**src/rtl/pll_lock_sequencer.sv**
```systemverilog
// Power-up / lock-loss sequencer for the iCE40 PLL, clocked from the 12 MHz reference.
// Pulses RESETB, waits for a synchronised LOCK, qualifies it, then raises sys_ready.
module pll_lock_sequencer #(
    parameter int RESET_CYCLES  = 16,
    parameter int LOCK_TIMEOUT  = 12000,
    parameter int STABLE_CYCLES = 1024,
    parameter int MAX_ATTEMPTS  = 7,
    parameter int CNT_W         = 16
) (
    input  logic       clock_in,
    input  logic       reset_n,
    input  logic       locked_async,
    input  logic       retry,
    output logic       pll_resetb,
    output logic       sys_ready,
    output logic       fault,
    output logic [2:0] state,
    output logic [2:0] attempt_count,
    output logic [7:0] loss_count
);

    typedef enum logic [2:0] {
        ST_PLL_RST   = 3'd0,
        ST_WAIT_LOCK = 3'd1,
        ST_STABLE    = 3'd2,
        ST_RUN       = 3'd3,
        ST_FAULT     = 3'd4
    } state_e;

    localparam logic [CNT_W-1:0] RST_LAST = CNT_W'(RESET_CYCLES - 1);
    localparam logic [CNT_W-1:0] TMO_LAST = CNT_W'(LOCK_TIMEOUT - 1);
    localparam logic [CNT_W-1:0] STB_LAST = CNT_W'(STABLE_CYCLES - 1);
    localparam logic [2:0]       ATT_MAX  = 3'(MAX_ATTEMPTS);
    localparam logic [CNT_W-1:0] CNT_ONE  = CNT_W'(1);

    logic             sync1_q;
    logic             lk_q;
    state_e           state_q, state_d;
    logic [CNT_W-1:0] ctr_q, ctr_d;
    logic [2:0]       att_q, att_d;
    logic [7:0]       loss_q, loss_d;
    logic             resetb_q;
    logic             ready_q;
    logic             fault_q;

    // LOCK comes from the PLL's own domain; two flops before anything looks at it.
    always_ff @(posedge clock_in or negedge reset_n) begin
        if (!reset_n) begin
            sync1_q <= 1'b0;
            lk_q    <= 1'b0;
        end else begin
            // NOTE: non-blocking here is what makes this a two-stage chain; blocking
            // assignments would collapse both stages into a single flop.
            sync1_q <= locked_async;
            lk_q    <= sync1_q;
        end
    end

    always_comb begin
        // NOTE: every next-state value gets a default before the case, so a path that
        // does not assign one holds its register instead of inferring a latch.
        state_d = state_q;
        ctr_d   = ctr_q;
        att_d   = att_q;
        loss_d  = loss_q;

        case (state_q)
            ST_PLL_RST: begin
                if (ctr_q == RST_LAST) begin
                    state_d = ST_WAIT_LOCK;
                    ctr_d   = '0;
                end else begin
                    ctr_d = ctr_q + CNT_ONE;
                end
            end

            ST_WAIT_LOCK: begin
                if (lk_q) begin
                    state_d = ST_STABLE;
                    ctr_d   = '0;
                end else if (ctr_q == TMO_LAST) begin
                    att_d   = att_q + 3'd1;
                    ctr_d   = '0;
                    state_d = (att_d == ATT_MAX) ? ST_FAULT : ST_PLL_RST;
                end else begin
                    ctr_d = ctr_q + CNT_ONE;
                end
            end

            // A dropout while qualifying restarts the wait without costing an attempt.
            ST_STABLE: begin
                if (!lk_q) begin
                    state_d = ST_WAIT_LOCK;
                    ctr_d   = '0;
                end else if (ctr_q == STB_LAST) begin
                    state_d = ST_RUN;
                    ctr_d   = '0;
                    att_d   = 3'd0;
                end else begin
                    ctr_d = ctr_q + CNT_ONE;
                end
            end

            ST_RUN: begin
                if (!lk_q) begin
                    state_d = ST_PLL_RST;
                    ctr_d   = '0;
                    if (loss_q != 8'hFF) begin
                        loss_d = loss_q + 8'd1;
                    end
                end
            end

            ST_FAULT: begin
                if (retry) begin
                    state_d = ST_PLL_RST;
                    ctr_d   = '0;
                    att_d   = 3'd0;
                end
            end

            default: begin
                state_d = ST_PLL_RST;
                ctr_d   = '0;
            end
        endcase
    end

    // Outputs are decoded from the next state so they change on the same edge as state.
    always_ff @(posedge clock_in or negedge reset_n) begin
        if (!reset_n) begin
            state_q  <= ST_PLL_RST;
            ctr_q    <= '0;
            att_q    <= 3'd0;
            loss_q   <= 8'd0;
            resetb_q <= 1'b0;
            ready_q  <= 1'b0;
            fault_q  <= 1'b0;
        end else begin
            state_q  <= state_d;
            ctr_q    <= ctr_d;
            att_q    <= att_d;
            loss_q   <= loss_d;
            resetb_q <= (state_d != ST_PLL_RST) && (state_d != ST_FAULT);
            ready_q  <= (state_d == ST_RUN);
            fault_q  <= (state_d == ST_FAULT);
        end
    end

    assign pll_resetb    = resetb_q;
    assign sys_ready     = ready_q;
    assign fault         = fault_q;
    assign state         = state_q;
    assign attempt_count = att_q;
    assign loss_count    = loss_q;

endmodule

```
**config.mk**
```make
export PLATFORM = sky130hd
export DESIGN_NAME = pll_lock_sequencer
export DESIGN_NICKNAME = d
export VERILOG_FILES = /design/src/rtl/pll_lock_sequencer.sv
export SDC_FILE = /design/constraint.sdc
export NUM_CORES = 1
export LEC_CHECK = 0
export CAP_MARGIN = 20
export CORE_MARGIN = 1.5
export CORE_UTILIZATION = 30
export DETAILED_ROUTE_END_ITERATION = 6
export MAX_ROUTING_LAYER = met4
export PLACE_DENSITY_LB_ADDON = 0.05
export SETUP_SLACK_MARGIN = 0.15
export SYNTH_ARGS = -nofsm -noshare
export SYNTH_HDL_FRONTEND = slang
export SYNTH_SLANG_ARGS = --single-unit
export TNS_END_PERCENT = 30
```
**constraint.sdc**
```tcl
create_clock -name clock_in -period 2.4 [get_ports clock_in]
set_clock_uncertainty 0.1 [all_clocks]
set_input_delay 0.72 -clock clock_in [delete_from_list [all_inputs] [get_ports clock_in]]
set_output_delay 0.72 -clock clock_in [all_outputs]
set_load 0.005 [all_outputs]
```
# == Yosys cells after proc, flatten, opt, wreduce, memory -nomap -nowiden ==
# Index checks and enable logic that the tools add are counted.
# totals
input_bits,4
reg_bits,35
word_cells,61
# op_classes
n_reduce_logical,7
mux,23
eq_ne,18
n_bitwise,1
add_sub_neg,3
# op_table
operator,n
2-to-1 mux 16 bit,7
one-hot mux 16 bit (5 select lines),1
2-to-1 mux 3 bit,13
"adder 16 x 1 -> 16 bit, second input constant",1
"== test 16 x 10 -> 1 bit, second input constant",1
"== test 16 x 14 -> 1 bit, second input constant",1
"== test 16 x 4 -> 1 bit, second input constant",1
one-hot mux 3 bit (5 select lines),1
"inequality test 2 bit, second input constant",6
"== test 3 x 2 -> 1 bit, second input constant",3
"== test 3 bit, second input constant",3
one-hot mux 3 bit (3 select lines),1
"adder 8 x 1 -> 8 bit, second input constant",1
"inequality test 8 bit, second input constant",1
AND reduction 6 bit,1
nonzero test 3 bit,2
"adder 3 x 1 -> 3 bit, second input constant",1
"== test 3 x 1 -> 1 bit, second input constant",1
logical NOT 3 bit,1
"inequality test 3 bit, second input constant",1
AND reduction 3 bit,1
AND reduction 2 bit,1
logical AND 1 bit,1
inverter 1 bit,1

# == Longest topological paths before layout ==
# depth
word_depth,8
ltp_mapped,8
mapped_depth_nobuf,6

# == Least setup slack after synthesis ==
# Ideal clock, no wire load.
# synth_path
path_type,in2reg
from,input port retry
to,register ctr_q[12]
slack_ns,0.252
arrival_ns,1.911
required_ns,2.163
setup_ns,0.137
stages,6
path_cell_list,or4b_1 > and2_1 > clkbuf_1 > nand4_1 > xor2_1 > a21oi_1
# synth_via
elab_chain_len,2
# synth_lines
element,line,source
"start, declared",13,"input logic retry,"
inequality test 2 bit (no source line),n/a,
AND reduction 2 bit (no source line),n/a,
"end signal, assigned",141,ctr_q <= ctr_d;
"end, declared",39,"logic [CNT_W-1:0] ctr_q, ctr_d;"
# Every way passes these cells.
# A chain may end at the register's enable or synchronous reset.

# == Worst setup path in the final report ==
# layout_path
from,register ctr_q[6]
to,register ctr_q[4]
# layout_via
elab_chain_len,4
word_cells_on_any_way,9
# layout_lines
element,line,source
== test 16 x 10 -> 1 bit or == test 16 x 14 -> 1 bit (tied branches),"95, 81",
2-to-1 mux 16 bit (on tied branches),"95, 81",
2-to-1 mux 16 bit (on tied branches),"92, 78",
one-hot mux 16 bit (5 select lines) *,67,case (state_q)
# Mark *: on every way between the ends. The rest lies on a longest branch, timed or not.

==> flow_results.xml <==
<?xml version="1.0" encoding="UTF-8"?>
<metrics>
  <group name="clocking">
    <metric name="cts.clk_slew.worst_paths" unit="ns">0.07</metric>
    <metric name="root_buffer" unit="">sky130_fd_sc_hd__clkbuf_8</metric>
    <metric name="clk_path_buf_depth" unit="">2</metric>
    <metric name="clock_insertion_delay_worst_skew" unit="ns">0.29</metric>
    <metric name="tritoncts" unit="">built</metric>
    <metric name="cts_post_setup_buffers_inserted" unit="">0</metric>
    <metric name="cts-buffers-inserted" unit="">5</metric>
    <metric name="cts_num_sinks" unit="">35</metric>
    <metric name="ctsHtreeMaxLevel" unit="">2</metric>
  </group>
  <group name="sta">
    <metric name="finalHoldViolCount" unit="">0</metric>
    <metric name="final.period_utilization" unit="%">90.8</metric>
    <metric name="timing.final.max_slew_violations" unit="">0</metric>
    <metric name="slew-limit-headroom" unit="%">59.7</metric>
    <metric name="fin_crit" unit="ns">2.18</metric>
    <metric name="setup_violations" unit="">0</metric>
    <metric name="fmaxAchievable" unit="MHz">459</metric>
    <metric name="worst_slew_pin_slew" unit="ns">0.597</metric>
    <metric name="grt_setup_unrepaired" unit="">true</metric>
  </group>
  <group name="global_routing">
    <metric name="track_usage" unit="%">15.8</metric>
    <metric name="initial_antenna_violation_count" unit="">0</metric>
    <metric name="grt_start_max_net_pins" unit="">36</metric>
    <metric name="globalRoute.totalOverflow" unit="">0</metric>
    <metric name="grt_first_pass_wirelength" unit="mm">7.67</metric>
    <metric name="first_global_vias" unit="">1572</metric>
  </group>
  <group name="place">
    <metric name="placement_stage_cell_area" unit="um^2">2230</metric>
    <metric name="port_buffers" unit="">20</metric>
    <metric name="detailed_place_hpwl" unit="mm">3.28</metric>
    <metric name="routabilityCongestion" unit="">0.918</metric>
    <metric name="place.detailed.instances" unit="">287</metric>
  </group>
  <group name="die">
    <metric name="die-width" unit="um">82.3</metric>
    <metric name="dieHeight" unit="um">82.3</metric>
    <metric name="initial_utilization" unit="%">31.5</metric>
    <metric name="coreArea" unit="um^2">5990</metric>
    <metric name="fp-row-count" unit="">28</metric>
    <metric name="dieArea" unit="um^2">6770</metric>
    <metric name="pin_count" unit="">21</metric>
  </group>
  <group name="layout">
    <metric name="multi_input_comb_area" unit="um^2">966</metric>
    <metric name="post_route_cells_drive_above_1_share" unit="%">14.1</metric>
    <metric name="post_layout_nonfiller_instances" unit="">295</metric>
    <metric name="filler_cell_count" unit="">623</metric>
    <metric name="most-common-layout-cells" unit="">35 x sky130_fd_sc_hd__dfrtp_1, 20 x sky130_fd_sc_hd__clkdlybuf4s50_1, 17 x sky130_fd_sc_hd__nand2_1</metric>
    <metric name="diodes" unit="">0</metric>
    <metric name="final_area" unit="um^2">2360</metric>
    <metric name="final_core_util" unit="%">39.4</metric>
    <metric name="commonest_non_fill_non_tap_cell_in_the_layout" unit="">sky130_fd_sc_hd__dfrtp_1</metric>
    <metric name="areaGrowthSynthToFinish" unit="%">25.0</metric>
    <metric name="register_area" unit="um^2">876</metric>
    <metric name="final_nets" unit="">227</metric>
  </group>
  <group name="logic_synthesis">
    <metric name="synth_area_per_cell" unit="um^2">10.1</metric>
    <metric name="synth-async-reset-ratio" unit="%">100</metric>
    <metric name="synth_enable_flop_cells" unit="">0</metric>
    <metric name="syn_inst" unit="">187</metric>
    <metric name="number_of_distinct_library_cells_after_synthesis" unit="">50</metric>
    <metric name="seq_area_frac_synth" unit="%">46.4</metric>
    <metric name="yosysWarningCount" unit="">0</metric>
    <metric name="syn-cell-area" unit="um^2">1890</metric>
    <metric name="synth_ff_type" unit="">sky130_fd_sc_hd__dfrtp_1</metric>
    <metric name="synth_nets" unit="">195</metric>
    <metric name="postSynthRegisterBits" unit="">35</metric>
  </group>
  <group name="routing">
    <metric name="viasPerCell" unit="">5.22</metric>
    <metric name="dr.first_iter.drc_count" unit="">83</metric>
    <metric name="vias" unit="">1540</metric>
    <metric name="wire_per_inst" unit="um">15.5</metric>
    <metric name="ant_nets" unit="">0</metric>
    <metric name="residual_drc" unit="">0</metric>
    <metric name="first_pass_iters" unit="">4</metric>
    <metric name="totalWireLength" unit="mm">4.57</metric>
  </group>
  <group name="setup_path">
    <metric name="reg2regPathDepth" unit="">6</metric>
    <metric name="critical_path_class" unit="">register to register</metric>
    <metric name="crit_end" unit="">ctr_q[4]</metric>
    <metric name="worstPathRequired" unit="ns">2.47</metric>
    <metric name="worstSetupStartpoint" unit="">ctr_q[6]</metric>
    <metric name="critical_path.reg2reg.endpoint" unit="">ctr_q[4]</metric>
    <metric name="worst_path_largest_cell_delay" unit="ns">0.46</metric>
    <metric name="critPathMaxFanout" unit="">7</metric>
    <metric name="critPathSlowestCell" unit="">sky130_fd_sc_hd__dfrtp_1</metric>
    <metric name="critical_path_cell_list" unit="">nor4_1 -&gt; a21oi_1 -&gt; a311oi_4 -&gt; buf_4 -&gt; nand2_2 -&gt; a221o_1</metric>
    <metric name="critical_path.reg2reg.startpoint" unit="">ctr_q[6]</metric>
    <metric name="r2r_slack" unit="ns">0.22</metric>
    <metric name="critical_path_startpoint_category" unit="">register</metric>
    <metric name="worstPathArrival" unit="ns">2.25</metric>
    <metric name="setup.worst_path.end_class" unit="">register</metric>
  </group>
  <group name="min_path">
    <metric name="hold_path_origin" unit="">sync1_q</metric>
    <metric name="hold_path_class" unit="">register to register</metric>
    <metric name="whs_path_depth" unit="">0</metric>
  </group>
  <group name="pwr">
    <metric name="worst_ir_drop_vdd" unit="V">0.000313</metric>
    <metric name="power.density" unit="nW/um^2">793</metric>
    <metric name="total_power" unit="mW">1.87</metric>
    <metric name="p_leak" unit="nW">1.06</metric>
  </group>
  <group name="run">
    <metric name="max_cap_violations" unit="">0</metric>
  </group>
  <group name="outcome">
    <metric name="outcome" unit="">completed</metric>
  </group>
</metrics>
==> power breakdown <==
part | switching [mW] | leakage (nW) | internal, mW
Clock | 0.209 | 0.0612 | 0.336
Sequential | 0.0938 | 0.475 | 0.663
Combinational | 0.286 | 0.526 | 0.284
==> flip-flops by register name, summed over array words and instances, names as in the netlist <==
name           cells
sys_ready          1
lk_q               1
loss_count         8
ctr_q             16
sync1_q            1
fault              1
state              3
pll_resetb         1
attempt_count      3
==> what timing repair did <==
action | 4_1_cts | 5_1_grt
hold buffers | 0 | 0
gates resized for setup | 0 | 3
endpoints found under the setup margin | 0 | 15
==> cell type report <==
cell class | count | area share, %
Sequential cell | 35 | 37.1
Timing Repair Buffer | 31 | 12.0
Tap cell | 75 | 3.98
Clock inverter | 2 | 1.49
Clock buffer | 6 | 3.50
Multi-Input combinational cell | 140 | 41.0
Inverter | 6 | 0.955
==> through the flow <==
step | TNS (ns) | worst slack, ns | hold slack (ns)
after global routing | 0 | 0.0908 | 0.260
after global placement | -0.197 | -0.0385 | 0.238
after CTS | 0 | 0.191 | 0.258
after floorplan | 0 | 0.252 | 0.231
after detailed placement | -0.289 | -0.0837 | 0.241
final | 0 | 0.220 | 0.252
==> how the worst min path moves through the flow <==
stage / to
4_1_cts: lk_q
3_3_place_gp: lk_q
6_report: lk_q
3_5_place_dp: lk_q
5_1_grt: lk_q
2_1_floorplan: lk_q
==> cell usage after synthesis (3+ instances only) <==
| library cell | count | area [um^2] |
|---|---|---|
| sky130_fd_sc_hd__nand3_1 | 9 | 45.0 |
| sky130_fd_sc_hd__a21oi_1 | 13 | 65.1 |
| sky130_fd_sc_hd__nand4_1 | 7 | 43.8 |
| sky130_fd_sc_hd__dfrtp_1 | 35 | 876 |
| sky130_fd_sc_hd__nor3_1 | 6 | 30.0 |
| sky130_fd_sc_hd__and4_1 | 4 | 35.0 |
| sky130_fd_sc_hd__ha_1 | 4 | 50.1 |
| sky130_fd_sc_hd__o21ai_0 | 3 | 15.0 |
| sky130_fd_sc_hd__xor2_1 | 6 | 52.6 |
| sky130_fd_sc_hd__a22oi_1 | 3 | 22.5 |
| sky130_fd_sc_hd__a21o_1 | 5 | 37.5 |
| sky130_fd_sc_hd__nor2_1 | 10 | 37.5 |
| sky130_fd_sc_hd__nor4_1 | 3 | 18.8 |
| sky130_fd_sc_hd__nor2b_1 | 3 | 18.8 |
| sky130_fd_sc_hd__nand2_1 | 17 | 63.8 |
| sky130_fd_sc_hd__nand2b_1 | 4 | 25.0 |
| sky130_fd_sc_hd__and3_1 | 3 | 18.8 |
| sky130_fd_sc_hd__xnor2_1 | 9 | 78.8 |
| sky130_fd_sc_hd__inv_1 | 6 | 22.5 |
==> cell families (layout without fill, tap and decap cells) <==
logic type                 Yosys count  in the layout  share of synthesized area (%)
AOI/OAI and AO/OA                   38             38                           15.2
xor gates and xnor gates            15             15                           6.96
adders and majority gates            4              4                           2.65
buffers and inverters               12             45                           3.05
DFF                                 35             35                           46.4
muxes                                2              2                           1.13
and+or+nand+nor                     81             81                           24.6
==> routing by layer <==
layer	up-vias	GRT usage, %	wire (um)
li1	746	-	-
met1	762	20.3	2190
met2	27	24.4	2180
met3	5	3.96	145
met4	0	4.92	56
met5	-	-	0
==> critical path: cells and delay by family (launching register included) <==
kind / cells / cell delay (ns)
AO/OA/AOI/OAI: 3 / 0.77
buffers and inverters: 1 / 0.21
flip-flops: 1 / 0.46
AND/OR/NAND/NOR: 2 / 0.52
(Power assumes the default switching activity.)
